**src/rtl/wb_arbiter_2m_if.sv**
```systemverilog
// wb_arbiter_2m_if: Wishbone classic bus bundle used on every port of
// wb_arbiter_2m.
//
// Signals (named from the bus master's point of view):
//   cyc, stb, we, sel[SW], adr[AW], dat_w[DW]  master -> slave
//   dat_r[DW], ack, err                        slave  -> master
//
// Modports:
//   master : drives the request side, receives the response side
//   slave  : receives the request side, drives the response side
//
// Valid/ready semantics: a beat is offered while cyc && stb are high. The
// request fields must hold steady until the slave answers with a single-cycle
// ack (or err). cyc held high across several beats keeps the bus locked to
// one master.
interface wb_arbiter_2m_if #(
    parameter int AW = 32,
    parameter int DW = 32
);
    localparam int SW = DW / 8;

    logic          cyc;
    logic          stb;
    logic          we;
    logic [SW-1:0] sel;
    logic [AW-1:0] adr;
    logic [DW-1:0] dat_w;
    logic [DW-1:0] dat_r;
    logic          ack;
    logic          err;

    modport master (
        output cyc, stb, we, sel, adr, dat_w,
        input  dat_r, ack, err
    );

    modport slave (
        input  cyc, stb, we, sel, adr, dat_w,
        output dat_r, ack, err
    );
endinterface

```
**src/rtl/wb_arbiter_2m.sv**
```systemverilog
// wb_arbiter_2m: two-master, one-slave Wishbone classic arbiter.
//   Master 0 is the management SoC path; master 1 is the osiris_i core.
//   The owner keeps the slave bus for as long as its cyc stays high.
//   Responses (ack/err/read data) reach only the owner. Everyone else
//   sees zeros.
//
// Ports:
//   clk, rst_n  clock, asynchronous active-low reset
//   m0, m1      wb_arbiter_2m_if.slave   (bus from each master)
//   s           wb_arbiter_2m_if.master  (bus to the shared slave)
//   grant_o     one-hot owner: bit0 = master 0, bit1 = master 1, 00 = idle
//   state_o     current arbiter state (IDLE=0, OWN0=1, OWN1=2), for debug
//
// Parameters:
//   AW, DW          address / data width (DW a multiple of 8)
//   ROUND_ROBIN     1: alternate on contention, 0: master 0 always wins
//   TIMEOUT_CYCLES  stall limit (1..1023), used only with WB_ARB_TIMEOUT_EN
//
// Optional feature, macro WB_ARB_TIMEOUT_EN:
//   A stall counter aborts an owner whose strobe goes unanswered for
//   TIMEOUT_CYCLES cycles. The owner gets a one-cycle err, with s.cyc and
//   s.stb held low in that cycle, and the arbiter then returns to IDLE.
//   When the macro is undefined, no counter is built and err is a plain
//   passthrough.
module wb_arbiter_2m #(
    parameter int AW             = 32,
    parameter int DW             = 32,
    parameter int ROUND_ROBIN    = 1,
    parameter int TIMEOUT_CYCLES = 255
) (
    input  logic                   clk,
    input  logic                   rst_n,
    wb_arbiter_2m_if.slave         m0,
    wb_arbiter_2m_if.slave         m1,
    wb_arbiter_2m_if.master        s,
    output logic [1:0]             grant_o,
    output logic [1:0]             state_o
);
    localparam int SW = DW / 8;

    generate
        if (DW % 8 != 0) begin : g_dw_check
            $error("wb_arbiter_2m: DW must be a multiple of 8");
        end
        if (TIMEOUT_CYCLES < 1 || TIMEOUT_CYCLES > 1023) begin : g_to_check
            $error("wb_arbiter_2m: TIMEOUT_CYCLES must be in 1..1023");
        end
    endgenerate

    typedef enum logic [1:0] {
        IDLE = 2'd0,
        OWN0 = 2'd1,
        OWN1 = 2'd2
    } state_t;

    state_t state_q, state_d;
    // Last winner: 0 = master 0, 1 = master 1. It resets to 1 so that
    // master 0 wins the first contention.
    logic   last_q, last_d;

    logic          own0;
    logic          own1;
    logic          cyc_mux;
    logic          stb_mux;
    logic          we_mux;
    logic [SW-1:0] sel_mux;
    logic [AW-1:0] adr_mux;
    logic [DW-1:0] dat_mux;
    logic          beat;
    logic          timeout;

    assign own0 = (state_q == OWN0);
    assign own1 = (state_q == OWN1);

`ifdef WB_ARB_TIMEOUT_EN
    localparam logic [9:0] TO_LIMIT = 10'(TIMEOUT_CYCLES);

    logic [9:0] stall_q, stall_d;

    // The abort cycle is the one in which the count sits at the limit.
    assign timeout = (own0 | own1) && (stall_q == TO_LIMIT);

    always_comb begin
        stall_d = stall_q;
        if (state_q == IDLE || timeout || s.ack || s.err) begin
            stall_d = '0;
        end else if (stb_mux && stall_q != TO_LIMIT) begin
            stall_d = stall_q + 10'd1;
        end
    end

    always_ff @(posedge clk or negedge rst_n) begin
        if (!rst_n) begin
            stall_q <= '0;
        end else begin
            stall_q <= stall_d;
        end
    end
`else
    assign timeout = 1'b0;
`endif

    // Next-state logic. The grant is decided only in IDLE, so each handover
    // passes through exactly one dead cycle.
    always_comb begin
        state_d = state_q;
        last_d  = last_q;
        case (state_q)
            IDLE: begin
                if (m0.cyc && m1.cyc) begin
                    if (ROUND_ROBIN != 0 && !last_q) begin
                        state_d = OWN1;
                        last_d  = 1'b1;
                    end else begin
                        state_d = OWN0;
                        last_d  = 1'b0;
                    end
                end else if (m0.cyc) begin
                    state_d = OWN0;
                    last_d  = 1'b0;
                end else if (m1.cyc) begin
                    state_d = OWN1;
                    last_d  = 1'b1;
                end
            end
            OWN0: begin
                if (!m0.cyc || timeout) begin
                    state_d = IDLE;
                end
            end
            OWN1: begin
                if (!m1.cyc || timeout) begin
                    state_d = IDLE;
                end
            end
            default: state_d = IDLE;
        endcase
    end

    always_ff @(posedge clk or negedge rst_n) begin
        if (!rst_n) begin
            state_q <= IDLE;
            last_q  <= 1'b1;
        end else begin
            state_q <= state_d;
            last_q  <= last_d;
        end
    end

    // Datapath: a pure combinational mux from the owner to the slave, and
    // responses gated back to the owner only. No registers, no added latency.
    always_comb begin
        cyc_mux = 1'b0;
        stb_mux = 1'b0;
        we_mux  = 1'b0;
        sel_mux = '0;
        adr_mux = '0;
        dat_mux = '0;
        if (own0) begin
            cyc_mux = m0.cyc;
            stb_mux = m0.stb;
            we_mux  = m0.we;
            sel_mux = m0.sel;
            adr_mux = m0.adr;
            dat_mux = m0.dat_w;
        end else if (own1) begin
            cyc_mux = m1.cyc;
            stb_mux = m1.stb;
            we_mux  = m1.we;
            sel_mux = m1.sel;
            adr_mux = m1.adr;
            dat_mux = m1.dat_w;
        end

        // A slave response counts only while the owner has a live strobe.
        // Stray ack/err in IDLE or between beats is dropped.
        beat = cyc_mux & stb_mux;

        s.cyc   = cyc_mux & ~timeout;
        s.stb   = stb_mux & ~timeout;
        s.we    = we_mux;
        s.sel   = sel_mux;
        s.adr   = adr_mux;
        s.dat_w = dat_mux;

        m0.ack   = own0 & beat & s.ack & ~timeout;
        m0.err   = own0 & ((beat & s.err) | timeout);
        m0.dat_r = own0 ? s.dat_r : '0;

        m1.ack   = own1 & beat & s.ack & ~timeout;
        m1.err   = own1 & ((beat & s.err) | timeout);
        m1.dat_r = own1 ? s.dat_r : '0;

        grant_o = {own1, own0};
        state_o = state_q;
    end
endmodule

```
**src/flat_wrapper.sv**
```systemverilog
// flat-port wrapper written by rule: the top's interface ports become plain ports
module wb_arbiter_2m_flat 
#(
    parameter int AW             = 32,
    parameter int DW             = 32,
    parameter int ROUND_ROBIN    = 1,
    parameter int TIMEOUT_CYCLES = 255
)
  (clk, rst_n, grant_o, state_o, m0_cyc, m0_stb, m0_we, m0_sel, m0_adr, m0_dat_w, m0_dat_r, m0_ack, m0_err, m1_cyc, m1_stb, m1_we, m1_sel, m1_adr, m1_dat_w, m1_dat_r, m1_ack, m1_err, s_cyc, s_stb, s_we, s_sel, s_adr, s_dat_w, s_dat_r, s_ack, s_err);
  wb_arbiter_2m_if #(.AW(AW), .DW(DW)) m0_i ();
  wb_arbiter_2m_if #(.AW(AW), .DW(DW)) m1_i ();
  wb_arbiter_2m_if #(.AW(AW), .DW(DW)) s_i ();
  input  logic clk;
  input  logic rst_n;
  output logic [1:0] grant_o;
  output logic [1:0] state_o;
  input wire logic [$bits(m0_i.cyc)-1:0] m0_cyc;
  input wire logic [$bits(m0_i.stb)-1:0] m0_stb;
  input wire logic [$bits(m0_i.we)-1:0] m0_we;
  input wire logic [$bits(m0_i.sel)-1:0] m0_sel;
  input wire logic [$bits(m0_i.adr)-1:0] m0_adr;
  input wire logic [$bits(m0_i.dat_w)-1:0] m0_dat_w;
  output wire logic [$bits(m0_i.dat_r)-1:0] m0_dat_r;
  output wire logic [$bits(m0_i.ack)-1:0] m0_ack;
  output wire logic [$bits(m0_i.err)-1:0] m0_err;
  input wire logic [$bits(m1_i.cyc)-1:0] m1_cyc;
  input wire logic [$bits(m1_i.stb)-1:0] m1_stb;
  input wire logic [$bits(m1_i.we)-1:0] m1_we;
  input wire logic [$bits(m1_i.sel)-1:0] m1_sel;
  input wire logic [$bits(m1_i.adr)-1:0] m1_adr;
  input wire logic [$bits(m1_i.dat_w)-1:0] m1_dat_w;
  output wire logic [$bits(m1_i.dat_r)-1:0] m1_dat_r;
  output wire logic [$bits(m1_i.ack)-1:0] m1_ack;
  output wire logic [$bits(m1_i.err)-1:0] m1_err;
  output wire logic [$bits(s_i.cyc)-1:0] s_cyc;
  output wire logic [$bits(s_i.stb)-1:0] s_stb;
  output wire logic [$bits(s_i.we)-1:0] s_we;
  output wire logic [$bits(s_i.sel)-1:0] s_sel;
  output wire logic [$bits(s_i.adr)-1:0] s_adr;
  output wire logic [$bits(s_i.dat_w)-1:0] s_dat_w;
  input wire logic [$bits(s_i.dat_r)-1:0] s_dat_r;
  input wire logic [$bits(s_i.ack)-1:0] s_ack;
  input wire logic [$bits(s_i.err)-1:0] s_err;
  assign m0_i.cyc = m0_cyc;
  assign m0_i.stb = m0_stb;
  assign m0_i.we = m0_we;
  assign m0_i.sel = m0_sel;
  assign m0_i.adr = m0_adr;
  assign m0_i.dat_w = m0_dat_w;
  assign m0_dat_r = m0_i.dat_r;
  assign m0_ack = m0_i.ack;
  assign m0_err = m0_i.err;
  assign m1_i.cyc = m1_cyc;
  assign m1_i.stb = m1_stb;
  assign m1_i.we = m1_we;
  assign m1_i.sel = m1_sel;
  assign m1_i.adr = m1_adr;
  assign m1_i.dat_w = m1_dat_w;
  assign m1_dat_r = m1_i.dat_r;
  assign m1_ack = m1_i.ack;
  assign m1_err = m1_i.err;
  assign s_cyc = s_i.cyc;
  assign s_stb = s_i.stb;
  assign s_we = s_i.we;
  assign s_sel = s_i.sel;
  assign s_adr = s_i.adr;
  assign s_dat_w = s_i.dat_w;
  assign s_i.dat_r = s_dat_r;
  assign s_i.ack = s_ack;
  assign s_i.err = s_err;
  wb_arbiter_2m #(.AW(AW), .DW(DW), .ROUND_ROBIN(ROUND_ROBIN), .TIMEOUT_CYCLES(TIMEOUT_CYCLES)) u_core (.clk(clk), .rst_n(rst_n), .m0(m0_i), .m1(m1_i), .s(s_i), .grant_o(grant_o), .state_o(state_o));
endmodule
```
**config.mk**
```make
export PLATFORM = sky130hd
export DESIGN_NAME = wb_arbiter_2m_flat
export DESIGN_NICKNAME = d
export VERILOG_FILES = /design/src/rtl/wb_arbiter_2m_if.sv /design/src/rtl/wb_arbiter_2m.sv /design/src/flat_wrapper.sv
export SDC_FILE = /design/constraint.sdc
export NUM_CORES = 1
export LEC_CHECK = 0
export ABC_AREA = 0
export ABC_CLOCK_PERIOD_IN_PS = 1490
export BUFFER_PORTS_ARGS = -buffer_cell sky130_fd_sc_hd__buf_4
export CELL_PAD_IN_SITES_DETAIL_PLACEMENT = 0
export CELL_PAD_IN_SITES_GLOBAL_PLACEMENT = 1
export CORE_AREA = 2 2 124 126
export DETAILED_ROUTE_END_ITERATION = 16
export DIE_AREA = 0 0 126 128
export PLACE_DENSITY = 0.75
export SLEW_MARGIN = 30
export SYNTH_ARGS = -nofsm -noshare
export SYNTH_HDL_FRONTEND = slang
export SYNTH_SLANG_ARGS = --single-unit
```
**constraint.sdc**
```tcl
create_clock -name clk -period 1.49 [get_ports clk]
set_input_delay 0.0745 -clock clk [delete_from_list [all_inputs] [get_ports clk]]
set_output_delay 0.0745 -clock clk [all_outputs]
set_load 0.01 [all_outputs]
```
======== After elaboration in Yosys (flattened, before gate mapping) ========
Index checks and enable logic that the tools add are counted.
W data, S select, Z words.
operators by class
  equality and inequality tests ........... 5
  mux-type cells .......................... 25
  bitwise logic cells ..................... 8
  reductions and logical operators ........ 5
operators by type and width
  kind                  number
  $mux W32              6
  $mux W2               6
  $mux W1               10
  $and A1 B1 Y1         8
  $mux W4               2
  $pmux W2 S3           1
  $ne A2 B2 Y1 const B  2
  $ne A4 B3 Y1 const B  1
  $reduce_and A3 Y1     1
  $reduce_bool A3 Y1    1
  $eq A2 B1 Y1 const B  1
  $eq A2 B2 Y1 const B  1
  $logic_not A2 Y1      1
  $reduce_and A2 Y1     1
  $logic_and A1 B1 Y1   1
word-level totals
  register bits ........................... 3
  input bits .............................. 178
  output and inout bits ................... 143
  logic and storage cells ................. 45

======== Longest topological paths before layout ========
  word-level depth ........................ 6
  depth in mapped cells ................... 5

======== Worst setup path after synthesis ========
OpenSTA, ideal clock, no wires.
  kind .................................... reg-to-output
  start ................................... register u_core.state_q[0] (netlist: u_core.state_o[0])
  end ..................................... output port s_dat_w[10]
  arrival ................................. 1.221 ns
  required time ........................... 1.416 ns
  path slack .............................. 0.195 ns
  cell stages (with the launch flop) ...... 6
  cells stage by stage .................... dfrtp_1 nor2b_1 buf_6 buf_6 buf_6 a22o_1
between the ends
  word-level cells in the longest chain between the ends .. 3
RTL lines
  what                    RTL line              source
  from (decl)             wb_arbiter_2m.sv:56   state_t state_q, state_d;
  from (signal assigned)  wb_arbiter_2m.sv:145  state_q <= state_d;
  $eq A2 B2 Y1            wb_arbiter_2m.sv:73   assign own1 = (state_q == OWN1);
  $mux W32                wb_arbiter_2m.sv:166  end else if (own1) begin
  $mux W32 (*)            wb_arbiter_2m.sv:159  if (own0) begin
  to (decl)               flat_wrapper.sv:40    output wire logic [$bits(s_i.dat_w)-1:0] s_dat_w;
Mark *: on every way between the ends. The rest lies on a longest branch, timed or not.

======== Worst setup path after layout ========
  start ................................... register u_core.state_q[0] (netlist: u_core.state_o[0])
  end ..................................... output port s_dat_w[28]
The elaborated chain is that of the path after synthesis.

==> impl_metrics.ini <==
[outcome]
status = finished with violations
violations = setup timing

[timing]
relSlewSlack_pct = 88.36
rsz0062_at_grt = yes
fin_crit_ps = 1564
maxSlewViolCount = 0
post-route-period-util_pct = 105.0
worst_pin_slew_ps = 173.8
fmax_mhz = 639.4
finalSetupTns_ps = -3150
setup_viol = 101
setup_slack_ps = -73.92
skew_ps = 3.220
hold_viol = 0

[synth]
yosysTopAreaCell = a22o_1
synth.net_count = 355
synthCells = 177
yosys-top-cells-area = a22o_1 45%, and2_1 29%, buf_6 4.9%, buf_2 4.4%, dfrtp_1 3.6%
synth_top_area_share_pct = 45.26
ys_seq_area_share_pct = 5.556
synth_ff_type = dfrtp_1
netlist_area_sq_um = 1374
synthTopCellsByCount = 71 x a22o_1, 64 x and2_1, 12 x buf_2
syn_avg_cell_area_sq_um = 7.762
synth.distinct_cells = 15
ys_ff_latch = 3
yosysMostFrequentCell = a22o_1
synth-edff-count = 0
ys_warn_count = 0
synthArstFlopShare_pct = 100.0

[worst_setup_path]
critPathTopFamily = buffers and inverters
critPathLaunchType = register
slowest_stage = dfrtp_1
critPathMostFrequentCell = buf_12
path_cells = nor2b_4 -> buf_12 -> buf_12 -> a22o_1 -> buf_4
max_stage_delay_ps = 390
r2r_slack_ps = 360
worst-path-buf-inv = 3
arrival_ps = 1490
rr_endpoint = u_core.state_o[0]
crit_required_ps = 1420
crit_path_end_kind = output port
worst-setup-path-type = reg -> out
worst_r2r_startpoint = u_core.state_o[0]
worstRegToRegCells = 4
worst-path-max-fanout = 14

[cts]
clockBufferDepth = 2
clock_latency_ps = 220
cts_inserted_buffers = 3
cts-root-buf = clkbuf_16
clkSinkCount = 3
clk_pin_slew_ps = 30
htreeDepth = 1
cts_tree = done

[route]
drt_iter0_markers = 53
viasPerCell = 4.106
first_pass_iters = 4
wirelength_mm = 12.82
drt.antenna.violating_nets = 0
drc = 0
post_drt_wl_per_cell_um = 18.42
route.vias.total = 2858

[final_layout]
layout.cells.non_filler = 696
drive_gt1_share_pct = 73.43
syn_to_final_growth_pct = 239.0
postLayoutCoreUtil_pct = 31.33
fin_nets = 687
n_antenna_cell = 0

[grt]
overflow = 0
track_usage_pct = 11.10
grt_first_pass_wirelength_mm = 14.26
grt_pass1_vias = 2629
grt_max_degree = 56
antenna_found_initial = 0

[placement]
hpwl_mm = 8.213
portBuffers = 320
gp_congestion = 0.8357
preCtsSetupSlack_ps = 69.14
dp.cells = 664

[power]
peakVddDrop_uv = 399.3
power_density_nw_per_um2 = 871.5
power.leakage_nw = 2.482
p_total_w = 0.004058

[floorplanning]
num_rows = 45
ioPinCount = 321
core-area_sq_um = 14860
start_util_pct = 9.242
die-height_um = 128
dieArea_sq_um = 16130
die_w_um = 126

[hold_path]
worstHoldPathType = in -> reg
hold_end = u_core.state_o[1]
min_path_cells = 3
holdCritStartpoint = m1_cyc

[flow_run]
cap_viol_max_count = 0
[through the flow]
step | instance area [sq um] | hold WS, ps
6_report | 4657 | 167.7
5_1_grt | 4657 | 180.9
4_1_cts | 4168 | 163.6
3_5_place_dp | 3934 | -134.1
3_3_place_gp | 3934 | -136.2
2_1_floorplan | 1374 | -221.1
[worst max-delay path by stage]
stage | start | end | slack, ps | depth (start not counted)
floorplan | u_core.state_o[0] | s_dat_w[10] | 190 | 5
global placement | u_core.state_o[1] | s_sel[3] | 90 | 4
detailed placement | u_core.state_o[1] | s_sel[3] | 70 | 4
CTS | u_core.state_o[0] | s_dat_w[28] | -90 | 4
global route | u_core.state_o[0] | m0_err | -120 | 5
finish | u_core.state_o[0] | s_dat_w[28] | -70 | 5
[layout make-up]
type	instances	area, sq um
multi-input combinational	148	1186
clock buffer	4	78.83
tap	188	235.2
timing repair buffer	353	3079
sequential	3	77.57
fill	1549	10210
[layout by cell type, fill, tap and decap left out, drive strengths merged]
cell type    netlist  routed
a21oi              1       1
a22o              71      71
a2bb2oi            1       1
and2              64      64
and4               4       4
buf               24     344
clkbuf             2      12
dfrtp              2       2
dfstp              1       1
dlygate4sd3        0       1
nand2b             1       1
nor2b              4       4
nor3b              1       1
o21a               1       1
[tightest hold or removal path: stages]
cell      delay [ps]
buf_4            130
nand2b_1          90
a21oi_1           50
[routing by layer]
metal | routed length (um) | track usage [%]
met5 | 0 | 0
met4 | 32 | 0.9050
met3 | 933 | 3.172
met2 | 7339 | 22.17
met1 | 4516 | 11.93
[power by group]
part | internal [W] | switching [W] | leakage (nW) | total (W)
combinational | 0.00203 | 0.00145 | 2.41 | 0.00349
clock | 0.000353 | 0.0000727 | 0.0382 | 0.000426
sequential | 0.000118 | 0.0000273 | 0.0346 | 0.000145
[cells by family (layout without fill, tap and decap cells)]
logic type | after synthesis | in the layout | share of synthesized area, %
AOI/OAI and AO/OA | 74 | 74 | 46.81
buffers and inverters | 26 | 357 | 13.11
DFF | 3 | 3 | 5.556
and+or+nand+nor | 74 | 74 | 34.52
[flip-flops by register name (all words and copies together) (netlist names)]
signal / flops
u_core.last_q: 1
u_core.state_o: 2
[repair_timing]
action,in CTS,in global routing
hold buffers,1,0
setup buffers,3,8
endpoints found under the setup margin,137,139
gates cloned,2,16
resized for setup,10,54
pin swaps,20,36
hold endpoints to repair,3,0
Power figures use the tool's default switching activity.
